==> src/rtl/dsi_pkt_sched.sv <==
// Purpose: shares the DSI HS link between video (req 0) and command (req 1), sequencing PREP/HDR/PAY/CRC/TRAIL.
// Latency: first HDR T_PREP+1 cycles after req is seen in IDLE; back-to-back packets have zero gap cycles.
// Backpressure: none downstream; requesters hold req until the cycle after their gnt pulse.
module dsi_pkt_sched #(
    parameter int T_PREP  = 4,
    parameter int T_TRAIL = 4
) (
    input  logic        clk,
    input  logic        reset,
    input  logic        vblank,
    input  logic [1:0]  req,
    input  logic [7:0]  di0,
    input  logic [7:0]  di1,
    input  logic [15:0] wc0,
    input  logic [15:0] wc1,
    input  logic        long0,
    input  logic        long1,
    output logic [1:0]  gnt,
    output logic [23:0] hdr,
    output logic        hdr_vld,
    output logic        pay_sel,
    output logic        pay_rd,
    output logic        crc_clr,
    output logic        crc_en,
    output logic        crc_out,
    output logic        txhsen,
    output logic        busy
);

    typedef enum logic [2:0] {
        S_IDLE  = 3'd0,
        S_PREP  = 3'd1,
        S_HDR   = 3'd2,
        S_PAY   = 3'd3,
        S_CRC   = 3'd4,
        S_TRAIL = 3'd5
    } state_t;

    localparam logic [13:0] PREP_LD  = 14'(T_PREP - 1);
    localparam logic [13:0] TRAIL_LD = 14'(T_TRAIL - 1);

    state_t      state_q, state_d;
    logic [13:0] cnt_q, cnt_d;
    logic        sel_q, sel_d;

    logic        grant_any;
    logic        grant_idx;
    logic [7:0]  di_sel;
    logic [15:0] wc_sel;
    logic        long_sel;
    logic [13:0] beats;
    logic [1:0]  next_req;

    // Live arbitration: a lone requester wins; on contention vblank picks command, otherwise video.
    always_comb begin
        grant_any = |req;
        grant_idx = (req == 2'b10) || ((req == 2'b11) && vblank);
        di_sel    = grant_idx ? di1   : di0;
        wc_sel    = grant_idx ? wc1   : wc0;
        long_sel  = grant_idx ? long1 : long0;
        // ceil(wc/8) without a carry-out; 0xFFFF gives 8192, which fits the 14-bit counter.
        beats     = {1'b0, wc_sel[15:3]} + {13'd0, |wc_sel[2:0]};
    end

    // Next-state, counter and granted-index update; NEXT is folded into HDR and CRC exits.
    always_comb begin
        state_d  = state_q;
        cnt_d    = cnt_q;
        sel_d    = sel_q;
        // The just-granted requester's req is still high during HDR; it is consumed, not a new packet.
        next_req = (state_q == S_HDR) ? (req & ~gnt) : req;
        case (state_q)
            S_IDLE: begin
                if (|req) begin
                    state_d = S_PREP;
                    cnt_d   = PREP_LD;
                end
            end
            S_PREP: begin
                if (cnt_q == 14'd0) begin
                    state_d = S_HDR;
                end else begin
                    cnt_d = cnt_q - 14'd1;
                end
            end
            S_HDR: begin
                if (!grant_any) begin
                    state_d = S_TRAIL;
                    cnt_d   = TRAIL_LD;
                end else begin
                    sel_d = grant_idx;
                    if (long_sel) begin
                        cnt_d   = beats;
                        state_d = (beats == 14'd0) ? S_CRC : S_PAY;
                    end else if (|next_req) begin
                        state_d = S_HDR;
                    end else begin
                        state_d = S_TRAIL;
                        cnt_d   = TRAIL_LD;
                    end
                end
            end
            S_PAY: begin
                if (cnt_q == 14'd1) begin
                    state_d = S_CRC;
                    cnt_d   = 14'd0;
                end else begin
                    cnt_d = cnt_q - 14'd1;
                end
            end
            S_CRC: begin
                if (|next_req) begin
                    state_d = S_HDR;
                end else begin
                    state_d = S_TRAIL;
                    cnt_d   = TRAIL_LD;
                end
            end
            S_TRAIL: begin
                if (cnt_q == 14'd0) begin
                    state_d = S_IDLE;
                end else begin
                    cnt_d = cnt_q - 14'd1;
                end
            end
            default: begin
                state_d = S_IDLE;
                cnt_d   = 14'd0;
            end
        endcase
    end

    // State, counter and granted index; reset abandons any packet in flight.
    always_ff @(posedge clk or posedge reset) begin
        if (reset) begin
            state_q <= S_IDLE;
            cnt_q   <= 14'd0;
            sel_q   <= 1'b0;
        end else begin
            state_q <= state_d;
            cnt_q   <= cnt_d;
            sel_q   <= sel_d;
        end
    end

    // Output decode from the state flop; header and grant use the live selection in HDR.
    always_comb begin
        hdr_vld = (state_q == S_HDR) && grant_any;
        gnt     = hdr_vld ? (grant_idx ? 2'b10 : 2'b01) : 2'b00;
        hdr     = hdr_vld ? {di_sel, wc_sel[7:0], wc_sel[15:8]} : 24'd0;
        crc_clr = hdr_vld && long_sel;
        pay_sel = 1'b0;
        if (state_q == S_HDR) begin
            pay_sel = grant_any && grant_idx;
        end else if ((state_q == S_PAY) || (state_q == S_CRC)) begin
            pay_sel = sel_q;
        end
        pay_rd  = (state_q == S_PAY);
        crc_en  = pay_rd;
        crc_out = (state_q == S_CRC);
        txhsen  = (state_q != S_IDLE);
        busy    = (state_q != S_IDLE);
    end

endmodule

==> config.mk <==
export PLATFORM = sky130hd
export DESIGN_NAME = dsi_pkt_sched
export DESIGN_NICKNAME = d
export VERILOG_FILES = /design/src/rtl/dsi_pkt_sched.sv
export SDC_FILE = /design/constraint.sdc
export NUM_CORES = 1
export LEC_CHECK = 0
export CORE_MARGIN = 10
export CORE_UTILIZATION = 50
export CTS_CLUSTER_DIAMETER = 30
export DETAILED_ROUTE_END_ITERATION = 16
export GPL_TIMING_DRIVEN = 0
export HOLD_SLACK_MARGIN = 0.08
export PLACE_DENSITY = 0.95
export SLEW_MARGIN = 25
export SYNTH_ARGS = -nofsm -noshare
export SYNTH_HDL_FRONTEND = slang
export SYNTH_SLANG_ARGS = --single-unit
==> constraint.sdc <==
create_clock -name clk -period 6.53 [get_ports clk]
set_clock_uncertainty 0.15 [all_clocks]
set_input_delay 1.6325 -clock clk [delete_from_list [all_inputs] [get_ports clk]]
set_output_delay 1.6325 -clock clk [all_outputs]
set_load 0.05 [all_outputs]
==> results of run 1 <==
==> area by class of cell <==
cell class	count	area, sq um	area share
clock buffer	3	41.3	0.0115
sequential	18	450	0.126
tap	70	87.6	0.0245
buffer	23	114	0.0318
timing repair buffer	85	853	0.238
multi-input combinational	342	1980	0.554
inverter	13	48.8	0.0136
==> cell usage in the layout, fill, tap and decap left out, drive strengths merged, types with 3 or more instances in the layout <==
master	instances
clkdlybuf4s50	84
nand2	75
a21oi	47
nor2	35
o21ai	29
nand3	19
dfrtp	18
clkbuf	15
inv	13
nor3	11
buf	11
xor2	10
or3	10
mux2i	8
nor4	7
nand4	7
xnor2	6
a31oi	5
a22o	5
o22ai	5
nor3b	4
ha	4
nand2b	4
and2	4
o21a	3
o211ai	3
a21o	3
o2bb2ai	3
==> worst reg2reg max path: cells and delay by family, from the launching register on <==
| kind | cells | cell delay [ns] |
|---|---|---|
| flip-flops | 1 | 0.41 |
| AO/OA/AOI/OAI | 3 | 0.50 |
| AND/OR/NAND/NOR | 5 | 1.70 |
==> metal layers <==
metal,up-vias,share of wire,wire length [um],GRT usage
met1,1620,0.40,4000,0.289
met3,29,0.083,829,0.0375
li1,1618,-,-,-
met2,213,0.49,4940,0.385
met5,-,0,0,0
met4,0,0.022,221,0.0566
==> power by group <==
part | switching (mW) | internal, mW
logic | 0.470 | 0.278
clock network | 0.0353 | 0.0410
registers | 0.0367 | 0.150
total | 0.542 | 0.469
==> timing repair <==
action / 4_1_cts / 5_1_grt
gates resized for setup: 1 / 4
endpoints found under the setup margin: 11 / 11
hold endpoints to repair: 0 / 0
==> through the flow <==
stage | hold slack [ns] | instance area, sq um | std cells | util
floorplan | 0.293 | 2590 | 396 | -
global placement | 0.305 | 3530 | 551 | 0.696
detailed placement | 0.345 | 3530 | 551 | 0.696
CTS | 0.359 | 3570 | 554 | 0.704
global route | 0.378 | 3580 | 554 | 0.705
finish | 0.352 | 3580 | 554 | 0.705
==> cell families after synthesis <==
kind of cell,Yosys count,share of synthesized area
XOR/XNOR,16,0.0541
flip-flops,18,0.174
multiplexers,9,0.0352
AO/OA/AOI/OAI,128,0.312
buffers and inverters,36,0.0613
adder cells (fa/ha/maj),6,0.0270
AND/OR/NAND/NOR,183,0.337
==> worst min-delay path by stage <==
stage                        to  cells past startpoint
after floorplan           sel_q                      1
after global placement    sel_q                      1
after detailed placement  sel_q                      1
after CTS                 sel_q                      1
after global routing      sel_q                      1
final                     sel_q                      1
==> cells in the mapped netlist (all sizes together), types with 4 or more instances <==
cell / instances / share of area
a21oi: 47 / 0.092
nand2b: 4 / 0.011
clkbuf: 11 / 0.016
xnor2: 6 / 0.020
nor3: 11 / 0.029
and2: 4 / 0.010
nand2: 75 / 0.11
dfrtp: 18 / 0.17
inv: 13 / 0.019
ha: 4 / 0.019
a31oi: 5 / 0.012
nand3: 19 / 0.037
a22o: 5 / 0.017
nand4: 7 / 0.017
o21ai: 29 / 0.056
buf: 12 / 0.026
xor2: 10 / 0.034
or3: 10 / 0.024
mux2i: 8 / 0.031
nor4: 7 / 0.017
nor2: 35 / 0.053
nor3b: 4 / 0.012
o22ai: 5 / 0.014
==> flip-flops by register name, summed over array words and instances, names as in the netlist <==
| name | count |
|---|---|
| cnt_q | 14 |
| state_q | 3 |
| sel_q | 1 |
==> impl_results.md, run 1 <==
* Layout area overhead at 38.0%
* Mean instance size in the synthesized netlist at 6.55 sq um
* Capture instance of the worst register-to-register path: cnt_q[13]
* Final Critical Period at 6.42 ns
* I/O Pins at 89
* Synthesized netlist net count at 455
* Critical path capture point type: output port
* Root Buffer: sky130_fd_sc_hd__clkbuf_8
* Number of iterations in the first detailed-routing pass at 5
* Commonest register cell after synthesis: sky130_fd_sc_hd__dfrtp_1
* Post-CTS Hold Buffers at 0
* Overall Power at 1.01 mW
* Number of buffers inserted by post-CTS setup repair at 0
* Tightest slew margin relative to the limit at 0.453
* Register area share after synthesis at 0.174
* Hold violation total from the final report at 0
* Startpoint of the tightest hold check path: sel_q
* Die height at 92.0 um
* Number of vias after detailed routing at 3,480
* Global-route wire length before repair at 16,100 um
* Maximum clock insertion buffer count at 2
* CP required at 4.75 ns
* Share of the clock period used by the worst path at 0.983
* Async set-reset flop share out of synthesis at 1.00
* Final net count at 545
* Post-DR vias/cell at 6.28
* Vias in the first global route at 3,219
* Critical path, cell by cell: clkdlybuf4s50_1 -> and2b_4 -> nor2_2 -> clkbuf_2 -> clkbuf_1 -> nand2_1 -> a21oi_1 -> clkdlybuf4s50_1
* Floorplan Core Area at 0.00507 sq mm
* Die outline width at 92.0 um
* Antenna diode count at 0
* Global route overflow at 0
* Antenna Violating Nets Remaining at 0
* Final Routed Wirelength at 9990 um
* Cell row count at 26
* Clock tree from TritonCTS: built
* Worst ir drop on vdd at 0.249 mV
* Port Buffer Count at 85
* Worst-path cell with the longest stage delay: sky130_fd_sc_hd__clkdlybuf4s50_1
* Max-slew violation count at 0
* Placer's final routability congestion estimate at 1.03
* Filler instances at 433
* Initial cell density of the core at 0.511
* EDFF count, synth at 0
* Maximum clock frequency at 0.156 GHz
* Power density cells at 283 mW/mm^2
* Cell leakage power at 1.44 nW
* Cell mode on critical path: sky130_fd_sc_hd__clkdlybuf4s50_1
* Number of distinct library cells after synthesis at 66
* 1st-iter DRT viols at 364
* Worst Path Arrival at 4.64 ns
* TritonCTS buffer count at 3
* Smallest setup slack after layout at 0.111 ns
* Final setup vio count at 0
* Total number of H-tree levels at 1
* Detail Placement HPWL at 8100 um
* Type of the worst setup path: in -> out
* Clock latency on the worst-skew pair at 0.25 ns
* Number of flip-flops and latches in the synthesized netlist at 18
* Yosys Warn Count at 0
* Die footprint at 0.00846 sq mm
* Largest net degree at the start of global routing at 19
* Final-layout setup total negative slack at 0 ns
* Clk slew on worst S/H paths at 0.06 ns
* Setup Slack @ Placement at -0.0940 ns
* Worst-margin pin slew at 0.813 ns
* Total DRC errors in the routed layout at 0
* Last element of the critical path: hdr[8]
* Worst Setup SP: req[0]
* Cell type group with the largest total delay on the critical path: buffers and inverters
* Depth of the critical timing path with buffers and inverters included at 8
* Slowest stage delay, CP at 0.84 ns
* Max capacitance violation total at 0
* Setup crit start kind: input port
* CTS Sinks at 18
* Worst path bufs/invs at 4
* Synthesized netlist cell count at 396
* RSZ-0062 raised after global routing: false
* Wirelength per Cell at 18.0 um
* Number of antenna violations at the first check in global routing at 0
* Fraction of final layout cells sized beyond drive strength 1 at 0.0599
* GRT Total Usage at 0.226
* R2r worst-path depth at 8
* Mapped cell area at 0.00259 sq mm
* R2r startpoint: cnt_q[3]
* Register-to-register setup slack at 3.63 ns
* Worst hold path class: reg -> reg
* Worst Path Max Fanout at 10
* Result of the run: complete, no violations
Power figures use the tool's default switching activity.
==> run 2: changes to the inputs <==
--- a/config.mk
+++ b/config.mk
@@ -8,6 +8,7 @@
 export CORE_MARGIN = 10
 export CORE_UTILIZATION = 50
 export CTS_CLUSTER_DIAMETER = 30
+export CTS_CLUSTER_SIZE = 30
 export DETAILED_ROUTE_END_ITERATION = 16
 export GPL_TIMING_DRIVEN = 0
 export HOLD_SLACK_MARGIN = 0.08
==> results of run 2 <==
Same layout as run 1: the final DEF is identical, and so are final timing and power.
